[src/rtl/pipe_pkg.sv]
// Shared types and defaults for the generic pipeline stage register.
package pipe_pkg;

  typedef enum logic [1:0] {
    ST_EMPTY = 2'd0,
    ST_BUSY  = 2'd1,
    ST_FULL  = 2'd2
  } state_e;

  localparam int unsigned INST_W           = 32;
  localparam logic [31:0] NOP_INST         = 32'h0000_0013;
  localparam logic [63:0] RESET_PC_DEFAULT = 64'h0000_0000_8000_0000;

endpackage

[src/rtl/pipe_entry_reg.sv]
// Width-generic register with enable and a clear that restores the reset value.
module pipe_entry_reg #(
  parameter int unsigned   W         = 1,
  parameter logic [W-1:0]  RESET_VAL = '0
) (
  input  logic         clk,
  input  logic         rst,
  input  logic         clr,
  input  logic         en,
  input  logic [W-1:0] d,
  output logic [W-1:0] q
);

  // Clear wins over load so a flushed or drained entry never keeps stale data.
  always_ff @(posedge clk) begin
    if (rst || clr) begin
      q <= RESET_VAL;
    end else if (en) begin
      q <= d;
    end
  end

endmodule

[src/rtl/pipe_stage_skid.sv]
// Inter-stage pipeline register with a one-entry skid buffer, flush and a
// saturating back-pressure counter; in_ready comes straight from a flop.
module pipe_stage_skid
  import pipe_pkg::*;
#(
  parameter int unsigned     PC_W       = 64,
  parameter int unsigned     PAYLOAD_W  = 256,
  parameter logic [PC_W-1:0] RESET_PC   = PC_W'(RESET_PC_DEFAULT),
  parameter logic [31:0]     RESET_INST = NOP_INST,
  parameter int unsigned     CNT_W      = 32
) (
  input  logic                 clk,
  input  logic                 rst,
  input  logic                 flush,
  input  logic                 in_valid,
  output logic                 in_ready,
  input  logic [PC_W-1:0]      in_pc,
  input  logic [31:0]          in_inst,
  input  logic [PAYLOAD_W-1:0] in_payload,
  output logic                 out_valid,
  input  logic                 out_ready,
  output logic [PC_W-1:0]      out_pc,
  output logic [31:0]          out_inst,
  output logic [PAYLOAD_W-1:0] out_payload,
  output logic [CNT_W-1:0]     stall_cycles
);

  localparam int unsigned      ENT_W    = PC_W + INST_W + PAYLOAD_W;
  localparam logic [ENT_W-1:0] HEAD_RST = {RESET_PC, RESET_INST, {PAYLOAD_W{1'b0}}};
  localparam logic [CNT_W-1:0] CNT_MAX  = '1;

  state_e           state_q, state_d;
  logic             in_fire, out_fire;
  logic             head_load, head_from_skid, head_clr;
  logic             skid_load, skid_clr;
  logic [ENT_W-1:0] in_ent, head_d, head_q, skid_q;

  assign in_fire  = in_valid & in_ready;
  assign out_fire = out_valid & out_ready;
  assign in_ent   = {in_pc, in_inst, in_payload};
  assign head_d   = head_from_skid ? skid_q : in_ent;

  always_ff @(posedge clk) begin
    if (rst) begin
      state_q <= ST_EMPTY;
    end else begin
      state_q <= state_d;
    end
  end

  // Next state and entry-register controls; flush drops everything, including a same-cycle in_fire.
  always_comb begin
    state_d        = state_q;
    head_load      = 1'b0;
    head_from_skid = 1'b0;
    head_clr       = 1'b0;
    skid_load      = 1'b0;
    skid_clr       = 1'b0;
    if (flush) begin
      state_d  = ST_EMPTY;
      head_clr = 1'b1;
      skid_clr = 1'b1;
    end else begin
      case (state_q)
        ST_EMPTY: begin
          if (in_fire) begin
            head_load = 1'b1;
            state_d   = ST_BUSY;
          end
        end
        ST_BUSY: begin
          if (in_fire && out_fire) begin
            head_load = 1'b1;
          end else if (in_fire) begin
            skid_load = 1'b1;
            state_d   = ST_FULL;
          end else if (out_fire) begin
            head_clr = 1'b1;
            state_d  = ST_EMPTY;
          end
        end
        ST_FULL: begin
          if (out_fire) begin
            head_from_skid = 1'b1;
            skid_clr       = 1'b1;
            state_d        = ST_BUSY;
          end
        end
        default: begin
          state_d  = ST_EMPTY;
          head_clr = 1'b1;
          skid_clr = 1'b1;
        end
      endcase
    end
  end

  pipe_entry_reg #(
    .W         (ENT_W),
    .RESET_VAL (HEAD_RST)
  ) u_head (
    .clk (clk),
    .rst (rst),
    .clr (head_clr),
    .en  (head_load | head_from_skid),
    .d   (head_d),
    .q   (head_q)
  );

  pipe_entry_reg #(
    .W         (ENT_W),
    .RESET_VAL ('0)
  ) u_skid (
    .clk (clk),
    .rst (rst),
    .clr (skid_clr),
    .en  (skid_load),
    .d   (in_ent),
    .q   (skid_q)
  );

  assign {out_pc, out_inst, out_payload} = head_q;

  // Handshake flags precomputed from the next state so both leave the block as flops.
  always_ff @(posedge clk) begin
    if (rst) begin
      out_valid <= 1'b0;
      in_ready  <= 1'b1;
    end else begin
      out_valid <= (state_d != ST_EMPTY);
      in_ready  <= (state_d != ST_FULL);
    end
  end

  always_ff @(posedge clk) begin
    if (rst) begin
      stall_cycles <= '0;
    end else if (out_valid && !out_ready && (stall_cycles != CNT_MAX)) begin
      stall_cycles <= stall_cycles + CNT_W'(1);
    end
  end

endmodule
[config.mk]
export PLATFORM = sky130hd
export DESIGN_NAME = pipe_stage_skid
export DESIGN_NICKNAME = d
export VERILOG_FILES = /design/src/rtl/pipe_pkg.sv /design/src/rtl/pipe_entry_reg.sv /design/src/rtl/pipe_stage_skid.sv
export SDC_FILE = /design/constraint.sdc
export NUM_CORES = 2
export LEC_CHECK = 0
export ABC_CLOCK_PERIOD_IN_PS = 3100
export BUFFER_PORTS_ARGS = -buffer_cell sky130_fd_sc_hd__buf_2
export CORE_AREA = 5 5 283 285
export CTS_BUF_LIST = sky130_fd_sc_hd__clkbuf_4 sky130_fd_sc_hd__clkbuf_8
export CTS_CLUSTER_SIZE = 25
export DETAILED_ROUTE_END_ITERATION = 16
export DIE_AREA = 0 0 288 290
export PLACE_DENSITY = 0.68
export SKIP_CTS_REPAIR_TIMING = 1
export SYNTH_ARGS = -nofsm -noshare
export SYNTH_HDL_FRONTEND = slang
export SYNTH_SLANG_ARGS = --single-unit
[constraint.sdc]
create_clock -name clk -period 3.1 [get_ports clk]
set_clock_uncertainty 0.05 [all_clocks]
set_input_delay 0.31 -clock clk [delete_from_list [all_inputs] [get_ports clk]]
set_output_delay 0.31 -clock clk [all_outputs]
set_load 0.005 [all_outputs]
# Yosys cells after proc, flatten, opt, wreduce, memory -nomap -nowiden
# Cells that the tools add are included.
# word_totals
ff_bits,740
latch_bits,0
ram_bits,0
mem_bits_ro,0
in_bits,357
output_inout_bits,386
n_memories,0
# op_classes
addsub,1
n_mul,0
div_mod_pow,0
magnitude_cmp,0
eq_ne,4
n_shift,0
muxes,24
bitwise,3
reduce_logical,10
# op_table
cell,count
$mux 352,1
$add 32x1->32 const B,1
$ne 32x32->1 const B,1
$mux 1,13
$mux 2,6
$pmux 1 s2,3
$pmux 2 s3,1
$reduce_or 2->1,2
$logic_and 1x1->1,3
$and 1x1->1,2
$eq 2x1->1 const B,1
$eq 2x2->1 const B,1
$logic_not 2->1,1
$logic_or 1x1->1,2
$ne 2x2->1 const B,1
$reduce_bool 2->1,1
$logic_not 1->1,1
$or 1x1->1,1

# Depth between registers and ports, before layout
# depth
ltp_word,7
mapped_depth,8
mapped_depth_nobuf,6

# Cells and area by module
# A second synthesis with hierarchy kept.
# unflattened
hier_cells,2895
hier_area_um2,31575.3
# by_module_without_submodules
module,instances,cells_each,area_each_um2,seq_area_each_um2
pipe_entry_reg at u_head,1,1136,12823.5,7046.8
pipe_entry_reg at u_skid,1,1135,12672.2,7046.8
pipe_stage_skid,1,624,6079.6,720.7

# Least setup slack after synthesis
# No wires, ideal clock.
# synth_path
kind,register -> register
from,reg stall_cycles[0]
to,reg stall_cycles[29]
arrival_time_ns,2.148
path_slack_ns,0.781
stages_incl_launch_ff,8
n_path_buf,1
period_less_slack_ns,2.319
path_cell_list,dfxtp_1 > ha_1 > nand4_2 > or3_4 > nor4_4 > buf_6 > nor4_1 > mux2_4
# synth_between
elab_chain_len,2
word_cells_on_any_way,3
classes_between,add/sub (1); eq/ne (1); reduce/logical (1)
# synth_rtl
item,line_no,source
start: declaration,pipe_stage_skid.sv:25,output logic [CNT_W-1:0] stall_cycles
start signal: assignment,pipe_stage_skid.sv:139,stall_cycles <= stall_cycles + CNT_W'(1);
"parallel branches: the longest is 2 deep, another holds $add 32x1->32",--,
# Parallel ways; which one is timed is not known.
# A chain may end at the register's enable or synchronous reset.

# Worst setup path in the final report
# layout_path
from,reg stall_cycles[0]
to,reg stall_cycles[30]
# The elaborated chain is that of the path after synthesis.

==> results.tsv <==
stage	metric	value	unit
logic_synthesis	synth_ff_type	dfxtp_1	
critical_path	critPathKind	register to register	
final_layout	multi_input_area	11370	um2
final_layout	final_common_cell	buf_2	
global_routing	grt-ovfl-total	0	
logic_synthesis	ys_warn_count	0	
placement	gp_congestion	0.8660	
detailed_routing	ant_nets	0	
critical_path	worstSetupEndpointType	register	
critical_path	start_kind	register	
min_path	hp-class	input pin to register	
die	die-width	288	um
final_layout	fin_area	38340	um2
global_routing	grt_pass1_vias	25100	
final_layout	area_delta_synth_final	40.69	%
die	die-height	290	um
global_routing	grt_max_degree	184	
min_path	min_delay_path_depth	3	
global_routing	use_met1	0.2628	
clock_tree	htree_levels	3	
final_layout	final_cell_mix	742 x buf_2, 740 x dfxtp_1, 723 x nand2_1	
logic_synthesis	ys_seq_area_frac	0.5436	
logic_synthesis	synth_area_per_cell	8.187	um2
detailed_routing	vias_per_cell	5.203	
sta	maxSlewViolCount	0	
global_routing	grt_pass1_wl	144800	um
clock_tree	insertion_delay	0.73	ns
detailed_routing	first_pass_iters	9	
die	start_util	0.3536	
placement	hpwl	62940	um
pwr	power_density	551.0	nW/um2
final_layout	fin_cells	5484	
detailed_routing	vias	28530	
clock_tree	cts_tree	yes	
clock_tree	cts_max_path_buffers	3	
global_routing	antenna_found_initial	18	
logic_synthesis	synthDistinctLibCells	45	
clock_tree	clock_sinks	740	
global_routing	busiest_layer	met2	
sta	setup_viol	0	
pwr	total_leakage_power	14.97	nW
die	core	77080	um2
sta	worstMarginPinSlew	1.094	ns
logic_synthesis	synth-edff-count	0	
placement	port_buffers	742	
detailed_routing	routedWlPerCell	18.01	um
detailed_routing	routed_wl	98780	um
logic_synthesis	synth_seq_cells	740	
clock_tree	cts_buffers	121	
critical_path	crit_arrival	3.06	ns
placement	dpl-instance-area	32040	um2
detailed_routing	drt_iter0_markers	2391	
logic_synthesis	synthesis.nets	3687	
global_routing	use_met3	0.05275	
sta	min_period	2.505	ns
job	maxCapViolations	0	
sta	hold_viol	0	
sta	rsz0062_at_grt	false	
clock_tree	clk_pin_slew	0.06	ns
clock_tree	cts-root-buf	clkbuf_8	
critical_path	path_max_fanout	13	
final_layout	nFillCells	7194	
logic_synthesis	synthesis.area	27250	um2
sta	timing.final.crit_share	0.8080	
logic_synthesis	syn_inst	3329	
sta	setup_tns	0	ns
sta	clock.fmax	399.3	MHz
pwr	peakVddDrop	0.0004218	V
outcome	status	completed	
critical_path	reg2reg_depth	6	
sta	worst_slew_margin_rel	0.2706	
final_layout	nets	4685	
die	row_count	102	
critical_path	critPathRequiredTime	3.66	ns
final_layout	seqCellArea	14810	um2
sta	hold_slack	0.09623	ns
global_routing	grt_use_total	0.2110	
final_layout	drive_above_1_share	0.2372	
die	ioPinCount	743	
placement	place_inst	4890	
die	dieArea	83520	um2
detailed_routing	remaining_drc_errors	0	
global_routing	grtUsageMet2	0.3459	
logic_synthesis	ys_async_sr_fraction	0	
cell type report:
cell class,count,share of cell area
antenna,17,0.001110
clock buffer,206,0.06497
clock inverter,17,0.005776
inverter,6,0.0005874
multi-input combinational,2299,0.2965
sequential,740,0.3864
tap,1040,0.03394
timing repair buffer,1159,0.2107
synthesized netlist by cell type, drive strengths merged, types with 2 or more instances:
| library cell | instances | area, um2 |
|---|---|---|
| o221ai | 348 | 3048 |
| nor3 | 5 | 25.02 |
| nand4 | 9 | 68.81 |
| clkbuf | 256 | 960.9 |
| or4b | 2 | 20.02 |
| nand2b | 3 | 18.77 |
| o41ai | 2 | 17.52 |
| nor2 | 719 | 2699 |
| dfxtp | 740 | 14810 |
| nor2b | 7 | 43.79 |
| o21ai | 11 | 55.05 |
| o21a | 2 | 15.01 |
| nand2 | 724 | 2718 |
| or4 | 13 | 97.59 |
| mux2 | 6 | 90.09 |
| nand3 | 13 | 65.06 |
| o311ai | 5 | 51.30 |
| nor4 | 7 | 65.06 |
| and4 | 4 | 35.03 |
| inv | 6 | 22.52 |
| a21oi | 378 | 1892 |
| nand3b | 2 | 15.01 |
| o31ai | 13 | 97.59 |
| and2 | 2 | 12.51 |
| buf | 28 | 130.1 |
| or3 | 13 | 86.33 |
flip-flops by register name, indices dropped and copies added (netlist names):
| signal | cells |
|---|---|
| in_ready | 1 |
| u_skid.q | 352 |
| u_head.q | 352 |
| state_q | 2 |
| out_valid | 1 |
| stall_cycles | 32 |
final timing paths:
kind,slack [ns],endpoint,startpoint
hold reg to reg,0.40,u_skid.q[50],u_skid.q[50]
setup reg to reg,0.60,stall_cycles[30],stall_cycles[0]
hold / removal,0.1,in_ready,flush
setup / recovery,0.60,stall_cycles[30],stall_cycles[0]
kinds of logic (layout without fill, tap and decap cells):
kind of cell    count (synthesis)  after routing  synth area share
compound gates                763            763            0.1910
buf+inv                       290           1388           0.04086
mux                             7              7          0.003673
other cells                     0             17                 0
simple gates                 1527           1527            0.2201
flops                         740            740            0.5436
xor+xnor                        1              1         0.0003214
fa+ha+maj                       1              1         0.0004590
metrics by stage:
stage	power [W]	utilization	setup WS (ns)
final	0.02113	0.4974	0.5953
after global routing	0.02198	0.4973	0.3668
after detailed placement	0.01159	0.4157	0.6540
after floorplan	0.01077	-	0.7811
after global placement	0.01158	0.4157	0.7136
after CTS	0.02095	0.4509	0.6467
layer usage:
metal / part of all wire / routed length (um)
met5: 0.00035 / 35
met4: 0.045 / 4490
met3: 0.079 / 7846
met2: 0.48 / 47810
met1: 0.39 / 38600
worst max-delay path, cell delays in order, from the launching register on:
cell,delay [ns]
dfxtp_1,0.40
ha_1,0.24
nand4_2,0.22
nor4_1,0.35
o211ai_1,0.40
or4_1,0.59
a21oi_1,0.15
report_power, final:
| group | leakage [nW] | internal [W] | switching [W] |
|---|---|---|---|
| logic | 7.54 | 0.000899 | 0.00107 |
| clock network | 1.45 | 0.00532 | 0.00402 |
| registers | 5.99 | 0.00970 | 0.000114 |
| total | 15.0 | 0.0159 | 0.00520 |
Note: power is estimated with default switching activity, not from simulation.
